**config.mk**
```make
export PLATFORM = sky130hd
export DESIGN_NAME = frame_rotate_ctrl_flat
export DESIGN_NICKNAME = d
export VERILOG_FILES = /design/src/rtl/img_pkg.sv /design/src/rtl/frame_rotate_ctrl_if.sv /design/src/rtl/xy_scan.sv /design/src/rtl/frame_rotate_ctrl.sv /design/src/flat_wrapper.sv
export SDC_FILE = /design/constraint.sdc
export NUM_CORES = 1
export LEC_CHECK = 0
export CAP_MARGIN = 0
export CELL_PAD_IN_SITES_DETAIL_PLACEMENT = 1
export CELL_PAD_IN_SITES_GLOBAL_PLACEMENT = 1
export CORE_MARGIN = 5
export CORE_UTILIZATION = 46
export CTS_BUF_LIST = sky130_fd_sc_hd__clkbuf_4 sky130_fd_sc_hd__clkbuf_8
export DETAILED_ROUTE_END_ITERATION = 6
export PLACE_DENSITY = 0.92
export SYNTH_ARGS = -nofsm -noshare
export SYNTH_HDL_FRONTEND = slang
export SYNTH_SLANG_ARGS = --single-unit
```
**constraint.sdc**
```tcl
create_clock -name clk -period 7.2 [get_ports clk]
set_input_delay 1.44 -clock clk [delete_from_list [all_inputs] [get_ports clk]]
set_output_delay 1.44 -clock clk [all_outputs]
set_load 0.05 [all_outputs]
```
**src/rtl/img_pkg.sv**
```systemverilog
// Shared definitions for the image-path blocks: frame geometry defaults,
// controller state encoding and orientation codes.
package img_pkg;

    localparam int IMG_N  = 512;
    localparam int IMG_CW = 9;
    localparam int IMG_DW = 8;

    typedef enum logic [1:0] {
        IDLE  = 2'd0,
        LOAD  = 2'd1,
        DRAIN = 2'd2
    } state_t;

    typedef enum logic [1:0] {
        OP_ID   = 2'd0,
        OP_CCW  = 2'd1,
        OP_CW   = 2'd2,
        OP_R180 = 2'd3
    } op_t;

endpackage

```
**src/rtl/frame_rotate_ctrl_if.sv**
```systemverilog
// Frame-level control, pixel stream handshakes and SRAM port of the
// rotation controller; slave is the controller side.
interface frame_rotate_ctrl_if #(
    parameter int CW = 9,
    parameter int DW = 8
);
    logic          start;
    logic [1:0]    op;
    logic          busy;
    logic          done;
    logic          s_valid;
    logic          s_ready;
    logic [DW-1:0] s_data;
    logic          m_valid;
    logic          m_ready;
    logic [DW-1:0] m_data;
    logic          m_sol;
    logic          m_last;
    logic          sram_en;
    logic          sram_we;
    logic [2*CW-1:0] sram_addr;
    logic [DW-1:0] sram_wdata;
    logic [DW-1:0] sram_rdata;

    modport slave (
        input  start, op, s_valid, s_data, m_ready, sram_rdata,
        output busy, done, s_ready, m_valid, m_data, m_sol, m_last,
               sram_en, sram_we, sram_addr, sram_wdata
    );

    modport master (
        output start, op, s_valid, s_data, m_ready, sram_rdata,
        input  busy, done, s_ready, m_valid, m_data, m_sol, m_last,
               sram_en, sram_we, sram_addr, sram_wdata
    );
endinterface

```
**src/rtl/xy_scan.sv**
```systemverilog
// Raster x/y scan counter over an N x N frame with start-of-row and
// end-of-frame flags for the current position.
module xy_scan
    import img_pkg::*;
#(
    parameter int N  = IMG_N,
    parameter int CW = IMG_CW
) (
    input  logic          clk,
    input  logic          rst,
    input  logic          i_clr,
    input  logic          i_adv,
    output logic [CW-1:0] o_x,
    output logic [CW-1:0] o_y,
    output logic          o_sol,
    output logic          o_last
);
    localparam logic [CW-1:0] MAXC = CW'(N - 1);

    logic [CW-1:0] r_x;
    logic [CW-1:0] r_y;

    always_ff @(posedge clk or posedge rst) begin
        if (rst) begin
            r_x <= '0;
            r_y <= '0;
        end else if (i_clr) begin
            r_x <= '0;
            r_y <= '0;
        end else if (i_adv) begin
            if (r_x == MAXC) begin
                r_x <= '0;
                r_y <= r_y + 1'b1;
            end else begin
                r_x <= r_x + 1'b1;
            end
        end
    end

    assign o_x    = r_x;
    assign o_y    = r_y;
    assign o_sol  = (r_x == '0);
    assign o_last = (r_x == MAXC) && (r_y == MAXC);
endmodule

```
**src/rtl/frame_rotate_ctrl.sv**
```systemverilog
// Loads one N x N frame into the shared SRAM in raster order, then drains it
// in the latched orientation through a 2-entry output FIFO.
module frame_rotate_ctrl
    import img_pkg::*;
#(
    parameter int N  = IMG_N,
    parameter int CW = IMG_CW,
    parameter int DW = IMG_DW
) (
    input  logic clk,
    input  logic rst,
    frame_rotate_ctrl_if.slave bus
);
    state_t          r_state;
    op_t             r_op;
    logic            r_rd_pend;
    logic            r_infl;
    logic            r_inf_sol;
    logic            r_inf_last;
    logic            r_done;
    logic [DW+1:0]   r_fifo [2];
    logic            r_wp;
    logic            r_rp;
    logic [1:0]      r_cnt;

    logic [CW-1:0]   w_lx, w_ly, w_dx, w_dy;
    logic            w_ld_sol, w_ld_last, w_dr_sol, w_dr_last;
    logic            w_unused_ld_sol;
    logic            w_start, w_wr, w_rd, w_pop;
    logic [2:0]      w_occ;
    logic [2*CW-1:0] w_rd_addr;
    logic [DW+1:0]   w_head;

    assign w_start = (r_state == IDLE) && bus.start;
    assign w_wr    = (r_state == LOAD) && bus.s_valid;
    assign w_pop   = (r_cnt != 2'd0) && bus.m_ready;
    // Occupancy after this cycle's pop, counting the read already in flight.
    assign w_occ   = {1'b0, r_cnt} + {2'b0, r_infl} - {2'b0, w_pop};
    assign w_rd    = (r_state == DRAIN) && r_rd_pend && (w_occ < 3'd2);
    assign w_unused_ld_sol = w_ld_sol;

    xy_scan #(.N(N), .CW(CW)) u_load_scan (
        .clk    (clk),
        .rst    (rst),
        .i_clr  (w_start),
        .i_adv  (w_wr),
        .o_x    (w_lx),
        .o_y    (w_ly),
        .o_sol  (w_ld_sol),
        .o_last (w_ld_last)
    );

    xy_scan #(.N(N), .CW(CW)) u_drain_scan (
        .clk    (clk),
        .rst    (rst),
        .i_clr  (w_start),
        .i_adv  (w_rd),
        .o_x    (w_dx),
        .o_y    (w_dy),
        .o_sol  (w_dr_sol),
        .o_last (w_dr_last)
    );

    always_comb begin
        w_rd_addr = '0;
        case (r_op)
            OP_ID:   w_rd_addr = {w_dy, w_dx};
            OP_CCW:  w_rd_addr = {w_dx, ~w_dy};
            OP_CW:   w_rd_addr = {~w_dx, w_dy};
            OP_R180: w_rd_addr = {~w_dy, ~w_dx};
            default: w_rd_addr = '0;
        endcase
    end

    always_ff @(posedge clk or posedge rst) begin
        if (rst) begin
            r_state    <= IDLE;
            r_op       <= OP_ID;
            r_rd_pend  <= 1'b0;
            r_infl     <= 1'b0;
            r_inf_sol  <= 1'b0;
            r_inf_last <= 1'b0;
            r_done     <= 1'b0;
            r_wp       <= 1'b0;
            r_rp       <= 1'b0;
            r_cnt      <= 2'd0;
            for (int unsigned i = 0; i < 2; i++) r_fifo[i] <= '0;
        end else begin
            r_done <= 1'b0;
            r_infl <= w_rd;
            if (w_rd) begin
                r_inf_sol  <= w_dr_sol;
                r_inf_last <= w_dr_last;
                if (w_dr_last) r_rd_pend <= 1'b0;
            end
            if (r_infl) begin
                r_fifo[r_wp] <= {r_inf_sol, r_inf_last, bus.sram_rdata};
                r_wp         <= ~r_wp;
            end
            if (w_pop) r_rp <= ~r_rp;
            r_cnt <= r_cnt + {1'b0, r_infl} - {1'b0, w_pop};

            case (r_state)
                IDLE: if (w_start) begin
                    r_op    <= op_t'(bus.op);
                    r_state <= LOAD;
                end
                LOAD: if (w_wr && w_ld_last) begin
                    r_rd_pend <= 1'b1;
                    r_state   <= DRAIN;
                end
                DRAIN: if (w_pop && w_head[DW]) begin
                    r_done  <= 1'b1;
                    r_state <= IDLE;
                end
                default: r_state <= IDLE;
            endcase
        end
    end

    assign w_head = r_fifo[r_rp];

    assign bus.busy       = (r_state != IDLE);
    assign bus.done       = r_done;
    assign bus.s_ready    = (r_state == LOAD);
    assign bus.m_valid    = (r_cnt != 2'd0);
    assign bus.m_data     = w_head[DW-1:0];
    assign bus.m_last     = w_head[DW];
    assign bus.m_sol      = w_head[DW+1];
    assign bus.sram_en    = w_wr || w_rd;
    assign bus.sram_we    = w_wr;
    assign bus.sram_addr  = w_wr ? {w_ly, w_lx} : (w_rd ? w_rd_addr : '0);
    assign bus.sram_wdata = w_wr ? bus.s_data : '0;
endmodule

```
**src/flat_wrapper.sv**
```systemverilog
// flat-port wrapper written by rule: the top's interface ports become plain ports
module frame_rotate_ctrl_flat import img_pkg::*;
#(
    parameter int N  = IMG_N,
    parameter int CW = IMG_CW,
    parameter int DW = IMG_DW
)
  (clk, rst, bus_start, bus_op, bus_s_valid, bus_s_data, bus_m_ready, bus_sram_rdata, bus_busy, bus_done, bus_s_ready, bus_m_valid, bus_m_data, bus_m_sol, bus_m_last, bus_sram_en, bus_sram_we, bus_sram_addr, bus_sram_wdata);
  frame_rotate_ctrl_if #(.CW(CW), .DW(DW)) bus_i ();
  input  logic clk;
  input  logic rst;
  input wire logic [$bits(bus_i.start)-1:0] bus_start;
  input wire logic [$bits(bus_i.op)-1:0] bus_op;
  input wire logic [$bits(bus_i.s_valid)-1:0] bus_s_valid;
  input wire logic [$bits(bus_i.s_data)-1:0] bus_s_data;
  input wire logic [$bits(bus_i.m_ready)-1:0] bus_m_ready;
  input wire logic [$bits(bus_i.sram_rdata)-1:0] bus_sram_rdata;
  output wire logic [$bits(bus_i.busy)-1:0] bus_busy;
  output wire logic [$bits(bus_i.done)-1:0] bus_done;
  output wire logic [$bits(bus_i.s_ready)-1:0] bus_s_ready;
  output wire logic [$bits(bus_i.m_valid)-1:0] bus_m_valid;
  output wire logic [$bits(bus_i.m_data)-1:0] bus_m_data;
  output wire logic [$bits(bus_i.m_sol)-1:0] bus_m_sol;
  output wire logic [$bits(bus_i.m_last)-1:0] bus_m_last;
  output wire logic [$bits(bus_i.sram_en)-1:0] bus_sram_en;
  output wire logic [$bits(bus_i.sram_we)-1:0] bus_sram_we;
  output wire logic [$bits(bus_i.sram_addr)-1:0] bus_sram_addr;
  output wire logic [$bits(bus_i.sram_wdata)-1:0] bus_sram_wdata;
  assign bus_i.start = bus_start;
  assign bus_i.op = bus_op;
  assign bus_i.s_valid = bus_s_valid;
  assign bus_i.s_data = bus_s_data;
  assign bus_i.m_ready = bus_m_ready;
  assign bus_i.sram_rdata = bus_sram_rdata;
  assign bus_busy = bus_i.busy;
  assign bus_done = bus_i.done;
  assign bus_s_ready = bus_i.s_ready;
  assign bus_m_valid = bus_i.m_valid;
  assign bus_m_data = bus_i.m_data;
  assign bus_m_sol = bus_i.m_sol;
  assign bus_m_last = bus_i.m_last;
  assign bus_sram_en = bus_i.sram_en;
  assign bus_sram_we = bus_i.sram_we;
  assign bus_sram_addr = bus_i.sram_addr;
  assign bus_sram_wdata = bus_i.sram_wdata;
  frame_rotate_ctrl #(.N(N), .CW(CW), .DW(DW)) u_core (.clk(clk), .rst(rst), .bus(bus_i));
endmodule
```
After elaboration in Yosys (flattened, before gate mapping) --
Cells that the tools add are included.
Word-level totals: logic and storage cells 102, bits in registers 69, input port bits 23
Operators by class: order comparisons 4, bitwise logic cells 6, $add $sub $neg 8, reduce and logical (&&, ||, !) cells 24, multiplexer cells 32, equal/unequal tests 12
Operator list (number):
- 9-bit 2-to-1 mux | 12
- 18-bit case mux with 4 select lines | 1
- 10-bit 2-to-1 mux | 4
- 9-bit by 1-bit adder with 9-bit output, second input constant | 4
- 9-bit equality test, second input constant | 4
- 18-bit 2-to-1 mux | 2
- 20-bit bitwise mux | 1
- 9-bit inverter | 2
- 2-bit nonzero test | 6
- 10-bit demux with 1-bit select | 1
- 1-bit logical AND | 10
- 9-bit zero test | 1
- 8-bit 2-to-1 mux | 1
- 2-bit equality test, second input constant | 3
- 1-bit 2-to-1 mux | 6
- 2-bit 2-to-1 mux | 3
- 2-bit case mux with 3 select lines | 1
- 2-bit AND reduction | 3
- 2-bit by 1-bit equality test with 1-bit output, second input constant | 2
- 2-bit >= comparator, second input constant | 2
- 2-bit zero test | 2
- 2-bit != test, second input constant | 2
- 1-bit inverter with 2-bit output | 2
- 2-bit by 1-bit adder with 3-bit output | 1
- 9 further kinds | 10

Depth between registers and ports, before layout --
depth in word-level cells 8, depth in mapped cells 14, mapped depth without buffers 12

Hierarchy --
A second synthesis with hierarchy kept.
Second synthesis, totals: cells, all modules 456, area total of the unflattened synthesis 4192.8 um^2
Modules (own cells, without submodules):
- frame_rotate_ctrl | area an instance 2193.4 um^2, seq. area each 825.8 um^2, times used 1, cells each 244
- xy_scan | area an instance 999.7 um^2, seq. area each 450.4 um^2, times used 2, cells each 106

Worst setup path after synthesis --
No wires, ideal clock.
kind input-to-output, from in bus_m_ready, to out bus_sram_addr[6], setup slack 1.353 ns, arrival 4.407 ns, stages 12, required time 5.760 ns, path through o21ai_0 > inv_1 > ha_1 > inv_1 > ha_1 > inv_1 > fa_1 > and4b_1 > nand2_2 > buf_6 > clkbuf_1 > o21ai_0
On the way: longest elaborated chain between the ends 6
Ends and longest elaborated chain:
- start, declared | RTL line flat_wrapper.sv:16 | input wire logic [$bits(bus_i.m_ready)-1:0] bus_m_ready;
- 1-bit logical AND | RTL line frame_rotate_ctrl.sv:36 | assign w_pop = (r_cnt != 2'd0) && bus.m_ready;
- via u_core.w_pop | RTL line frame_rotate_ctrl.sv:29 | logic w_start, w_wr, w_rd, w_pop;
- 3-bit by 1-bit subtractor with 3-bit output | RTL line frame_rotate_ctrl.sv:38 | assign w_occ = {1'b0, r_cnt} + {2'b0, r_infl} - {2'b0, w_pop};
- 3-bit by 2-bit less-than comparator with 1-bit output | RTL line frame_rotate_ctrl.sv:39 | assign w_rd = (r_state == DRAIN) && r_rd_pend && (w_occ < 3'd2);
- 1-bit logical AND | RTL line frame_rotate_ctrl.sv:39
- 18-bit 2-to-1 mux (2 in a row) | RTL line frame_rotate_ctrl.sv:132 | assign bus.sram_addr = w_wr ? {w_ly, w_lx} : (w_rd ? w_rd_addr : '0);
- end, declared | RTL line flat_wrapper.sv:27 | output wire logic [$bits(bus_i.sram_addr)-1:0] bus_sram_addr;
The timed path passes the listed nets, and every way through them passes these cells.

Final worst setup path --
from in bus_m_ready, to out bus_sram_addr[7]
Same word-level chain as after synthesis.

==> impl_metrics.json <==
{
  "critPathTopFamily": "buffers and inverters",
  "rsz0062_at_grt": "false",
  "gp_congestion": 0.816,
  "synth_top_area_cell": "dfrtp_1",
  "start_kind": "input pin",
  "ys_seq_area_frac": 0.417,
  "path_class": "in2out",
  "die_w_microns": 105,
  "min-delay-path-class": "reg2reg",
  "placement_rows": 34,
  "synth_edf_count": 0,
  "critical_path.most_common_cell": "inv_1",
  "insertion_delay_ns": 0.36,
  "worstSetupEndpointType": "primary output",
  "critical_path_required_ns": 5.76,
  "grt-ovfl-total": 0,
  "syn_nets": 477,
  "final_nets": 519,
  "routed.top_layer": "met4",
  "synthArstFlopShare": 1.00,
  "maxCapViolCount": 0,
  "post_cts_buffers": 0,
  "die_y_microns": 105,
  "syn_avg_cell_area_sq_um": 9.37,
  "drt-met1-wl_mm": 5.35,
  "fmax_mhz": 147,
  "synth_area_leaders": "dfrtp_1, mux2_2, o21ai_0",
  "cts_resized": 0,
  "numPortBuffers": 64,
  "path_cells": "clkdlybuf4s50_1 > o21ai_0 > inv_1 > ha_1 > inv_1 > ha_1 > inv_1 > fa_1 > and4b_1 > nand2_2 > inv_1 > a22o_1 > clkdlybuf4s50_1",
  "grt_pass1_wl_mm": 20.9,
  "cts_buffers": 9,
  "synthFlopType": "dfrtp_1",
  "finalSetupViolCount": 0,
  "cts_tree": "built",
  "syn_inst": 442,
  "htree_levels": 3,
  "dr.pass1.iters": 4,
  "grt.total_usage": 0.236,
  "p_per_area_nw_per_um2": 238,
  "final_common_cell": "dfrtp_1",
  "hold_viol": 0,
  "final_layout_size_suffix_gt1_frac": 0.117,
  "period_minus_slack_ns": 6.81,
  "ant_nets": 0,
  "drt_iter0_markers": 160,
  "start_util": 0.472,
  "ys_warn_count": 0,
  "routed-via-count": 3663,
  "critical_path.max_fanout": 24,
  "dr_wl_met2_mm": 6.33,
  "wire_per_inst_microns": 21.2,
  "route.met3.wl_microns": 504,
  "maxSlewViolCount": 0,
  "grt_max_degree": 70,
  "syn_to_final_growth_pct": 20.5,
  "setup-tns-final_ns": 0,
  "antenna_found_initial": 0,
  "cpMaxStageDelayCell": "clkdlybuf4s50_1",
  "p_leak_nw": 2.10,
  "cts.sinks": 69,
  "vias_per_cell": 6.14,
  "grt_pass1_vias": 3970,
  "cts_hold_buffers": 0,
  "cp.arrival_ns": 5.37,
  "drc": 0,
  "design.core.area_sq_um": 8760,
  "fp.dieArea_sq_um": 11000,
  "synth_top_cell_area_share": 0.417,
  "syn-cell-area_sq_um": 4140,
  "drt-total-wl_mm": 12.7,
  "worst_slew_pin_slew_ns": 1.06,
  "n_antenna_cell": 0,
  "timing.slew.headroom": 0.292,
  "outcome": "completed",
  "place_hpwl_mm": 8.60,
  "final_util": 0.569,
  "clockBufferDepth": 2,
  "synth_seq_cells": 69,
  "final_cell_mix": "dfrtp_1, clkdlybuf4s50_1, nand2_1, o21ai_0, mux2_2",
  "clkSlewWorstSetupHoldPaths_ns": 0.09,
  "worst_clock_skew_ns": 0.00944,
  "ios": 65,
  "cp_num_buf_inv": 6,
  "ir_drop_uv": 119,
  "slowest_delay_ns": 0.84,
  "clock-root-buffer": "clkbuf_8",
  "netlist-cell-type-count": 48,
  "fin_crit_sh": 0.946,
  "r2r_slack_ns": 3.44
}
## logic make-up (layout without fill, tap and decap cells)
group | count (synthesis) | in the layout | share of synthesized area
adder cells (fa/ha/maj) | 12 | 12 | 0.0381
flip-flops | 69 | 69 | 0.417
buffers and inverters | 49 | 96 | 0.0499
AND/OR/NAND/NOR | 157 | 157 | 0.206
XOR/XNOR | 11 | 11 | 0.0251
AO/OA/AOI/OAI | 106 | 106 | 0.162
multiplexers | 38 | 38 | 0.101
## power breakdown
part	internal (W)	switching, W	total, W
combinational	0.000142	0.000216	0.000358
sequential	0.000414	0.0000724	0.000487
clock	0.000165	0.000179	0.000344
total	0.000722	0.000468	0.00119
## metrics by stage
| stage | total power, W | hold slack (ns) | worst slack [ns] | instances | area (sq um) |
|---|---|---|---|---|---|
| final | 0.00119 | 0.511 | 0.387 | 597 | 4990 |
| after global routing | 0.00124 | 0.532 | 0.248 | 597 | 4990 |
| after CTS | 0.00119 | 0.516 | 0.420 | 597 | 4990 |
| after detailed placement | 0.000846 | 0.493 | 0.489 | 581 | 4780 |
| after global placement | 0.000823 | 0.465 | 0.810 | 581 | 4780 |
| after floorplan | 0.000724 | 0.452 | 1.35 | 442 | 4140 |
## synth_stat cells (9+ instances only)
cell type / instances
and3_1: 10
mux2_2: 31
inv_1: 13
a22o_1: 21
nand3_1: 25
o211ai_1: 9
nand2_1: 44
and2_1: 10
nand2b_1: 11
nor2_1: 17
dfrtp_1: 69
o21ai_0: 43
a21oi_1: 17
clkbuf_1: 27
ha_1: 11
## state kept, by name, summed over array words and instances, names as in the netlist
signal,count
u_core.r_rp,1
u_core.r_rd_pend,1
u_core.u_drain_scan.o_y,9
u_core.bus.done,1
u_core.r_infl,1
u_core.r_fifo,20
u_core.u_load_scan.o_x,9
u_core.u_drain_scan.o_x,9
u_core.r_wp,1
u_core.r_op,2
u_core.r_inf_last,1
u_core.r_state,2
u_core.r_inf_sol,1
u_core.u_load_scan.o_y,9
u_core.r_cnt,2
## layout make-up
| class | count | area [sq um] |
|---|---|---|
| timing repair buffer | 67 | 663 |
| fill | 971 | 3780 |
| sequential | 69 | 1730 |
| multi-input combinational | 324 | 2210 |
| inverter | 13 | 48.8 |
| clock inverter | 7 | 82.6 |
| clock buffer | 9 | 124 |
| tap | 108 | 135 |
## per-layer routing
metal / track usage / vias to the layer above
li1: - / 1684
met1: 0.284 / 1846
met2: 0.406 / 92
met3: 0.0438 / 41
met4: 0.113 / 0
met5: 0 / -
## path summary, 6_finish.rpt
kind	from	cells past startpoint	end
setup / recovery	bus_m_ready	13	bus_sram_addr[7]
max in group asynchronous	rst	3	u_core.u_load_scan.o_y[1]$_DFFE_PP0P_
min in group asynchronous	rst	3	u_core.r_fifo[12]$_DFFE_PP0P_
setup reg to reg	u_core.r_cnt[1]$_DFF_PP0_	12	u_core.r_rd_pend$_DFF_PP0_
hold reg to reg	u_core.r_fifo[18]$_DFFE_PP0P_	1	u_core.r_fifo[18]$_DFFE_PP0P_
hold / removal	u_core.r_fifo[18]$_DFFE_PP0P_	1	u_core.r_fifo[18]$_DFFE_PP0P_
Power figures use the tool's default switching activity.
